`config.mk`:
```
export PLATFORM = sky130hd
export DESIGN_NAME = vga_ram_arbiter
export DESIGN_NICKNAME = d
export VERILOG_FILES = /design/src/rtl/vga_ram_arbiter.sv
export SDC_FILE = /design/constraint.sdc
export NUM_CORES = 1
export LEC_CHECK = 0
export ABC_AREA = 1
export ABC_CLOCK_PERIOD_IN_PS = 4050
export CORE_UTILIZATION = 42
export CTS_BUF_LIST = sky130_fd_sc_hd__clkbuf_8
export CTS_CLUSTER_DIAMETER = 60
export DETAILED_ROUTE_END_ITERATION = 10
export PLACE_DENSITY_LB_ADDON = 0.15
export SYNTH_ARGS = -nofsm -noshare
export SYNTH_HDL_FRONTEND = slang
export SYNTH_SLANG_ARGS = --single-unit
```
`constraint.sdc`:
```
create_clock -name clk -period 4.05 [get_ports clk]
set_input_delay 0.6075 -clock clk [delete_from_list [all_inputs] [get_ports clk]]
set_output_delay 0.6075 -clock clk [all_outputs]
set_load 0.005 [all_outputs]
```
`src/rtl/vga_ram_arbiter.sv`:
```
// -----------------------------------------------------------------------------
// vga_ram_arbiter
//
// Shares one single-ported, registered-read pixel RAM between a VGA scanout
// reader and a CPU. VGA normally wins every cycle it asks. A CPU request that
// has waited STARVE_LIMIT cycles is forced through, which drops that cycle's
// VGA request.
//
// Ports
//   clk, reset_n                  single clock, asynchronous active-low reset
//   vga_req, vga_addr             scanout read request, one word per cycle
//   vga_valid, vga_data           read word for the request granted last cycle
//   vga_drop, drop_count          preemption pulse and saturating drop counter
//   cpu_req, cpu_we, cpu_addr,    CPU access; request held until cpu_ack
//   cpu_wdata
//   cpu_ack, cpu_rdata            completion pulse and registered read data
//   ram_wEn, ram_addr,            RAM control, combinational from the grant
//   ram_dataIn
//   ram_dataOut                   RAM read data, one-cycle latency
// -----------------------------------------------------------------------------
module vga_ram_arbiter #(
   parameter int unsigned DATA_WIDTH    = 8,
   parameter int unsigned ADDRESS_WIDTH = 19,
   parameter int unsigned STARVE_LIMIT  = 8
) (
   input  logic                     clk,
   input  logic                     reset_n,

   input  logic                     vga_req,
   input  logic [ADDRESS_WIDTH-1:0] vga_addr,
   output logic                     vga_valid,
   output logic [DATA_WIDTH-1:0]    vga_data,
   output logic                     vga_drop,
   output logic [15:0]              drop_count,

   input  logic                     cpu_req,
   input  logic                     cpu_we,
   input  logic [ADDRESS_WIDTH-1:0] cpu_addr,
   input  logic [DATA_WIDTH-1:0]    cpu_wdata,
   output logic                     cpu_ack,
   output logic [DATA_WIDTH-1:0]    cpu_rdata,

   output logic                     ram_wEn,
   output logic [ADDRESS_WIDTH-1:0] ram_addr,
   output logic [DATA_WIDTH-1:0]    ram_dataIn,
   input  logic [DATA_WIDTH-1:0]    ram_dataOut
);

   // Wide enough to hold STARVE_LIMIT; at least one bit so a zero limit still builds.
   localparam int unsigned WaitW = (STARVE_LIMIT < 1) ? 1 : $clog2(STARVE_LIMIT + 1);
   localparam logic [WaitW-1:0] WaitMax = WaitW'(STARVE_LIMIT);

   typedef enum logic [0:0] {
      StIdle,
      StRdCapture
   } state_e;

   state_e                  state_q, state_d;
   logic [WaitW-1:0]        wait_cnt_q, wait_cnt_d;
   logic                    vga_valid_q;
   logic                    vga_drop_q;
   logic [15:0]             drop_count_q, drop_count_d;
   logic                    cpu_ack_q, cpu_ack_d;
   logic [DATA_WIDTH-1:0]   cpu_rdata_q, cpu_rdata_d;

   logic                    force_cpu;
   logic                    grant_vga;
   logic                    grant_cpu;
   logic                    drop_now;

   // ---------------------------------------------------------------------------
   // Grant
   // ---------------------------------------------------------------------------
   always_comb begin
      force_cpu = (wait_cnt_q == WaitMax) && (state_q == StIdle);
      grant_vga = vga_req && !force_cpu;
      // cpu_ack high means the held request was just served; do not serve it twice.
      grant_cpu = !grant_vga && cpu_req && (state_q == StIdle) && !cpu_ack_q;
      // Any VGA request refused because of the force flag counts as a drop.
      drop_now  = vga_req && force_cpu;
   end

   // ---------------------------------------------------------------------------
   // RAM port drive
   // ---------------------------------------------------------------------------
   always_comb begin
      ram_addr   = vga_addr;
      ram_wEn    = 1'b0;
      ram_dataIn = '0;
      if (grant_cpu) begin
         ram_addr   = cpu_addr;
         // Gated by reset so the RAM can never be written while the block is held.
         ram_wEn    = cpu_we && reset_n;
         ram_dataIn = cpu_wdata;
      end
   end

   // ---------------------------------------------------------------------------
   // CPU access FSM
   // ---------------------------------------------------------------------------
   always_comb begin
      state_d     = state_q;
      cpu_ack_d   = 1'b0;
      cpu_rdata_d = cpu_rdata_q;
      unique case (state_q)
         StIdle: begin
            if (grant_cpu) begin
               if (cpu_we) begin
                  cpu_ack_d = 1'b1;
               end else begin
                  state_d = StRdCapture;
               end
            end
         end
         StRdCapture: begin
            // ram_dataOut now holds the word addressed in the grant cycle; a VGA
            // grant in this cycle only changes it after the coming edge.
            cpu_rdata_d = ram_dataOut;
            cpu_ack_d   = 1'b1;
            state_d     = StIdle;
         end
         default: begin
            state_d = StIdle;
         end
      endcase
   end

   // ---------------------------------------------------------------------------
   // Starvation counter and drop counter
   // ---------------------------------------------------------------------------
   always_comb begin
      wait_cnt_d = wait_cnt_q;
      if (!cpu_req || grant_cpu) begin
         wait_cnt_d = '0;
      end else if (wait_cnt_q != WaitMax) begin
         wait_cnt_d = wait_cnt_q + WaitW'(1);
      end
   end

   always_comb begin
      drop_count_d = drop_count_q;
      if (drop_now && (drop_count_q != 16'hFFFF)) begin
         drop_count_d = drop_count_q + 16'd1;
      end
   end

   // ---------------------------------------------------------------------------
   // State registers
   // ---------------------------------------------------------------------------
   always_ff @(posedge clk or negedge reset_n) begin
      if (!reset_n) begin
         state_q      <= StIdle;
         wait_cnt_q   <= '0;
         vga_valid_q  <= 1'b0;
         vga_drop_q   <= 1'b0;
         drop_count_q <= 16'd0;
         cpu_ack_q    <= 1'b0;
         cpu_rdata_q  <= '0;
      end else begin
         state_q      <= state_d;
         wait_cnt_q   <= wait_cnt_d;
         vga_valid_q  <= grant_vga;
         vga_drop_q   <= drop_now;
         drop_count_q <= drop_count_d;
         cpu_ack_q    <= cpu_ack_d;
         cpu_rdata_q  <= cpu_rdata_d;
      end
   end

   // ---------------------------------------------------------------------------
   // Outputs
   // ---------------------------------------------------------------------------
   assign vga_valid  = vga_valid_q;
   assign vga_data   = ram_dataOut;
   assign vga_drop   = vga_drop_q;
   assign drop_count = drop_count_q;
   assign cpu_ack    = cpu_ack_q;
   assign cpu_rdata  = cpu_rdata_q;

endmodule

```
==> results of run 1 <==
cells in the mapped netlist, drive strengths merged:
library cell	number
clkinv	2
nor3	2
nor2	28
inv	25
nand4	7
dfrtp	32
nand2	144
xnor2	7
o21ai	6
clkbuf	4
xor2	1
ha	3
buf	14
nand3	31
a21oi	2
per-layer routing:
| layer | wire, um | share of wire | vias up |
|---|---|---|---|
| li1 | - | - | 1175 |
| met1 | 2530 | 0.45 | 998 |
| met2 | 2700 | 0.48 | 72 |
| met3 | 388 | 0.069 | 4 |
| met4 | 34 | 0.0060 | 0 |
| met5 | 0 | 0 | - |
cell families (layout without fill, tap and decap cells):
logic type / count (synthesis) / in the layout / share of synthesized area
buf+inv: 45 / 160 / 0.106
compound gates: 8 / 8 / 0.0245
simple gates: 212 / 212 / 0.435
flops: 32 / 32 / 0.383
xor+xnor: 8 / 8 / 0.0335
fa+ha+maj: 3 / 3 / 0.0179
where the power goes:
part | total [uW] | switching (uW) | internal [uW]
combinational | 237 | 85.6 | 152
sequential | 361 | 17.0 | 344
clock | 242 | 109 | 133
worst reg2reg max path, delay by kind of cell, from the launching register on:
| family | cells | cell delay (ps) |
|---|---|---|
| buffers and inverters | 3 | 910 |
| flip-flops | 1 | 580 |
| AND/OR/NAND/NOR | 5 | 810 |
flip-flops by register name, indices dropped and copies added, names as in the netlist:
name and flops:
state_q 1, cpu_rdata 8, vga_drop 1, cpu_ack 1, wait_cnt_q 4, drop_count 16
vga_valid 1
cell usage in the layout, fill, tap and decap left out:
master	n
a21oi_1	2
buf_4	4
clkbuf_8	6
clkdlybuf4s50_1	121
clkinv_1	1
clkinv_2	1
dfrtp_1	32
ha_1	3
inv_1	26
inv_4	1
nand2_1	136
nand2_2	7
nand2_4	1
nand3_1	29
nand3_2	2
nand4_1	7
nor2_1	26
nor2_2	1
nor2_4	1
nor3_1	1
nor3_4	1
o21ai_0	4
o21ai_1	1
o21ai_4	1
xnor2_1	7
xor2_1	1
metrics by stage:
step / utilization / hold slack [ps] / power (uW) / instance area (um2)
floorplan: - / 312 / 437 / 2090
global placement: 0.694 / 453 / 602 / 3300
detailed placement: 0.694 / 457 / 605 / 3300
CTS: 0.713 / 472 / 851 / 3390
global route: 0.713 / 496 / 892 / 3390
finish: 0.713 / 466 / 840 / 3390
area by class of cell:
type,instances,area (um2),share of cell area
inverter,27,105,0.0310
clock buffer,6,82.6,0.0244
multi-input combinational,231,1070,0.315
clock inverter,2,7.51,0.00221
sequential,32,801,0.236
tap,67,83.8,0.0247
timing repair buffer,125,1240,0.366
worst paths after layout:
kind | startpoint | slack, ps | depth (start not counted) | end
max in group asynchronous | reset_n | 2870 | 2 | drop_count[11]
min in group asynchronous | reset_n | 880 | 2 | drop_count[9]
hold reg to reg | cpu_rdata[5] | 470 | 2 | cpu_rdata[5]
setup / recovery | state_q | 510 | 9 | ram_addr[4]
hold / removal | cpu_rdata[5] | 470 | 2 | cpu_rdata[5]
setup reg to reg | state_q | 1680 | 8 | wait_cnt_q[2]
==> impl_metrics.env, run 1 <==
export IMPL_cts_hold_buf=0
export IMPL_cpMaxStageDelayCell="dfrtp_1"
export IMPL_grt_max_degree=33
export IMPL_synth_distinct_cells=27
export IMPL_synth_seq_cells=32
export IMPL_yosys_top_cells_area="dfrtp_1 38%, nand2_1 24%, nand3_1 6.9%"
export IMPL_drt_iter0_drc=114
export IMPL_yosysSeqAreaShare=0.383
export IMPL_antenna_left=0
export IMPL_slew_viol_final=0
export IMPL_fmax_mhz=282
export IMPL_via_per_inst=4.59
export IMPL_die_area_mm2=0.00527
export IMPL_met2_usage=0.360
export IMPL_path_delay_family="buffers and inverters"
export IMPL_hold_violations=0
export IMPL_cts_resized=0
export IMPL_place_gp_congestion=0.808
export IMPL_numCtsBuffers=5
export IMPL_cts_setup_buffers=0
export IMPL_yosysTopAreaCell="dfrtp_1"
export IMPL_synthCells=308
export IMPL_cpMostUsedCell="nand2_1"
export IMPL_cp_arrival_ps=2930
export IMPL_clock_path_buffers=2
export IMPL_dieWidth_um=72.6
export IMPL_end_kind="output pin"
export IMPL_p_leak_uw=0.00159
export IMPL_postSynthAreaPerCell_um2=6.80
export IMPL_top_usage_layer="met2"
export IMPL_clk_insertion_delay_late_ps=280
export IMPL_hpwl_mm=4.43
export IMPL_routed_wl_mm=5.65
export IMPL_path_buf_inv=4
export IMPL_worst_slew_margin_rel=0.668
export IMPL_yosysWarnings=0
export IMPL_cts_root_buffer="clkbuf_8"
export IMPL_fp_dieH_um=72.6
export IMPL_worst_slack_ps=510
export IMPL_portBuffers=121
export IMPL_crit_chain="clkinv_1, nand2_1, nor2_1, buf_4, nand2_1, buf_4, nand2_1, nand2_1, clkdlybuf4s50_1"
export IMPL_synth_top_cell_area_share=0.383
export IMPL_drc_errors=0
export IMPL_num_io_pins=122
export IMPL_place_inst=482
export IMPL_nNetsFinal=484
export IMPL_fin_cells=490
export IMPL_min_path_type="register to register"
export IMPL_path_class="register to output pin"
export IMPL_fillers=413
export IMPL_syn_area_mm2=0.00209
export IMPL_start_util=0.440
export IMPL_rsz0062_at_grt="false"
export IMPL_clock_sinks=32
export IMPL_clkTransAtPathRegs_ps=60
export IMPL_status="completed"
export IMPL_syn_nets=370
export IMPL_drive_above_1_share=0.0615
export IMPL_dp_slack_ps=788
export IMPL_vias=2249
export IMPL_met1_usage=0.286
export IMPL_setup_viol_count_final=0
export IMPL_critPathMaxFanout=21
export IMPL_antenna_found_initial=0
export IMPL_wire_per_inst_um=11.5
export IMPL_core_area_mm2=0.00475
export IMPL_area_growth_pct=62.0
export IMPL_rows=25
export IMPL_htreeDepth=2
export IMPL_p_per_area_mw_per_mm2=248
export IMPL_grt_pass1_vias=2022
export IMPL_grtUsageMet3=0.0663
export IMPL_dr_pass1_iters=4
export IMPL_grt_pass1_wl_mm=9.02
export IMPL_critPathMaxStageDelay_ps=580
export IMPL_ir_worst_vdd_uv=186
export IMPL_startpoint_type="register"
export IMPL_fin_skew_ps=8.99
export IMPL_critPathRequiredTime_ps=3440
export IMPL_maxCapViolCount=0
export IMPL_worst_pin_slew_ps=496
export IMPL_cts_tree="done"
export IMPL_period_share=0.874
export IMPL_grt_overflow=0
export IMPL_diodes=0
export IMPL_fin_crit_ps=3540
export IMPL_grt_use_total=0.220
export IMPL_fin_tns_setup_ps=0
Note: power is estimated with default switching activity, not from simulation.
==> run 2, diff against run 1 <==
CORE_MARGIN = 5   (was default)
==> run 2 against run 1 <==
Compared with the run above:
- fmax is 0.11% lower
- sequential share of layout area hardly changed
- utilization is 0.34 points lower
- highest routed layer unchanged
- critical endpoint is now ram_addr[3]
- flip-flop and latch count stayed put
- clock power is 8% higher
- global-route usage is 1.0 points lower
- via count is 1.1% higher
- wire length is 16% higher
- sequential power hardly changed
- clock skew is 5.3 ps lower
==> impl_metrics.env, run 2 (same netlist as run 1, synthesis figures left out) <==
export IMPL_fin_crit_ps=3540
export IMPL_num_io_pins=122
export IMPL_clock_sinks=32
export IMPL_cpMaxStageDelayCell="dfrtp_1"
export IMPL_area_growth_pct=62.3
export IMPL_wire_per_inst_um=13.4
export IMPL_hold_violations=0
export IMPL_combPwrFrac=0.279
export IMPL_final_area_mm2=0.00340
export IMPL_status="completed"
export IMPL_fin_skew_ps=3.70
export IMPL_hpwl_mm=5.23
export IMPL_largest_reg_flops=16
export IMPL_cts_root_buffer="clkbuf_8"
export IMPL_grt_use_total=0.210
export IMPL_critPathMaxStageDelay_ps=590
export IMPL_p_sw_frac=0.250
export IMPL_worst_slew_margin_rel=0.667
export IMPL_p_per_area_mw_per_mm2=254
export IMPL_antenna_found_initial=0
export IMPL_switchingPower_uw=216
export IMPL_end_kind="output pin"
export IMPL_cts_tree="done"
export IMPL_fp_dieH_um=80.6
export IMPL_clock_path_buffers=2
export IMPL_drc_errors=0
export IMPL_hold_ws_ps=470
export IMPL_core_area_mm2=0.00479
export IMPL_p_leak_uw=0.00158
export IMPL_path_class="register to output pin"
export IMPL_antenna_left=0
export IMPL_p_int_uw=647
export IMPL_dp_slack_ps=790
export IMPL_maxCapViolCount=0
export IMPL_grt_max_degree=33
export IMPL_dr_pass1_iters=4
export IMPL_grt_pass1_wl_mm=10.7
export IMPL_drt_iter0_drc=119
export IMPL_portBuffers=121
export IMPL_cpMostUsedCell="nand2_1"
export IMPL_crit_chain="clkinv_1, nand2_1, nor2_1, buf_4, nand2_1, buf_4, nand2_1, nand2_1, clkdlybuf4s50_1"
export IMPL_fmax_mhz=282
export IMPL_clk_insertion_delay_late_ps=280
export IMPL_cts_hold_buf=0
export IMPL_worst_slack_ps=506
export IMPL_htreeDepth=2
export IMPL_cts_resized=0
export IMPL_pwr_share_seq=0.418
export IMPL_routed_wl_mm=6.56
export IMPL_cp_arrival_ps=2940
export IMPL_startpoint_type="register"
export IMPL_critPathMaxFanout=21
export IMPL_worst_pin_slew_ps=498
export IMPL_pwr_share_clk=0.303
export IMPL_numCtsBuffers=5
export IMPL_rsz0062_at_grt="false"
export IMPL_final_common_cell="nand2_1"
export IMPL_drive_above_1_share=0.0640
export IMPL_critPathRequiredTime_ps=3440
export IMPL_rows=25
export IMPL_via_per_inst=4.65
export IMPL_fin_tns_setup_ps=0
export IMPL_nNetsFinal=484
export IMPL_setup_viol_count_final=0
export IMPL_period_share=0.875
export IMPL_multi_input_area_mm2=0.00107
export IMPL_clkTransAtPathRegs_ps=60
export IMPL_ir_worst_vdd_uv=211
export IMPL_fillers=428
export IMPL_slew_viol_final=0
export IMPL_dieWidth_um=80.6
export IMPL_diodes=0
export IMPL_cts_setup_buffers=0
export IMPL_grt_overflow=0
export IMPL_postPlaceCellArea_mm2=0.00330
export IMPL_final_cell_mix="136 x nand2_1, 121 x clkdlybuf4s50_1, 32 x dfrtp_1"
export IMPL_place_gp_congestion=0.799
export IMPL_min_path_type="register to register"
export IMPL_post_route_util=0.710
export IMPL_die_area_mm2=0.00650
export IMPL_seq_area_um2=801
export IMPL_start_util=0.437
export IMPL_grt_pass1_vias=2308
export IMPL_vias=2273
## run 2: cell types whose count changed in the layout (fill, tap and decap cells not counted)
cell      previous run  this run
clkbuf_8             6         7
inv_1               26        24
## run 2: final timing paths
check | startpoint | endpoint | slack, ps | cells past startpoint
min reg2reg | cpu_rdata[3] | cpu_rdata[3] | 470 | 2
max | state_q | ram_addr[3] | 510 | 9
max reg2reg | state_q | wait_cnt_q[2] | 1660 | 8
min in group asynchronous | reset_n | vga_drop | 820 | 2
min | cpu_rdata[3] | cpu_rdata[3] | 470 | 2
max in group asynchronous | reset_n | drop_count[14] | 2950 | 2
## run 2: stage by stage
step | cells | total power (uW)
CTS | 489 | 871
global placement | 482 | 605
floorplan | 308 | 437
global route | 489 | 913
detailed placement | 482 | 608
finish | 489 | 863
## run 2: power groups by stage
| stage | logic [uW] | registers [uW] | clock network (uW) |
|---|---|---|---|
| finish | 241 | 361 | 261 |
| global route | 264 | 364 | 285 |
| CTS | 244 | 361 | 266 |
| detailed placement | 242 | 366 | 0 |
| global placement | 239 | 365 | 0 |
| floorplan | 70.5 | 366 | 0 |
## run 2: final cells by class
class,instances,share of cell area
repair buffers,125,0.365
multi-input cells,231,0.315
flip-flops and latches,32,0.236
inverters,27,0.0309
clock buffers,7,0.0284
well taps,67,0.0247
## run 2: per-layer routing
metal / routed length (um) / up-vias / GRT usage
met4: 101 / 0 / 0.0608
met1: 2760 / 1008 / 0.261
met3: 489 / 11 / 0.0661
met2: 3210 / 84 / 0.349
li1: - / 1170 / -
met5: 0 / - / 0
## run 2: worst max-delay path, delay by kind of cell, from the launching register on
kind          cells  cell delay [ps]
simple gates      5              640
buf+inv           4             1410
flops             1              590
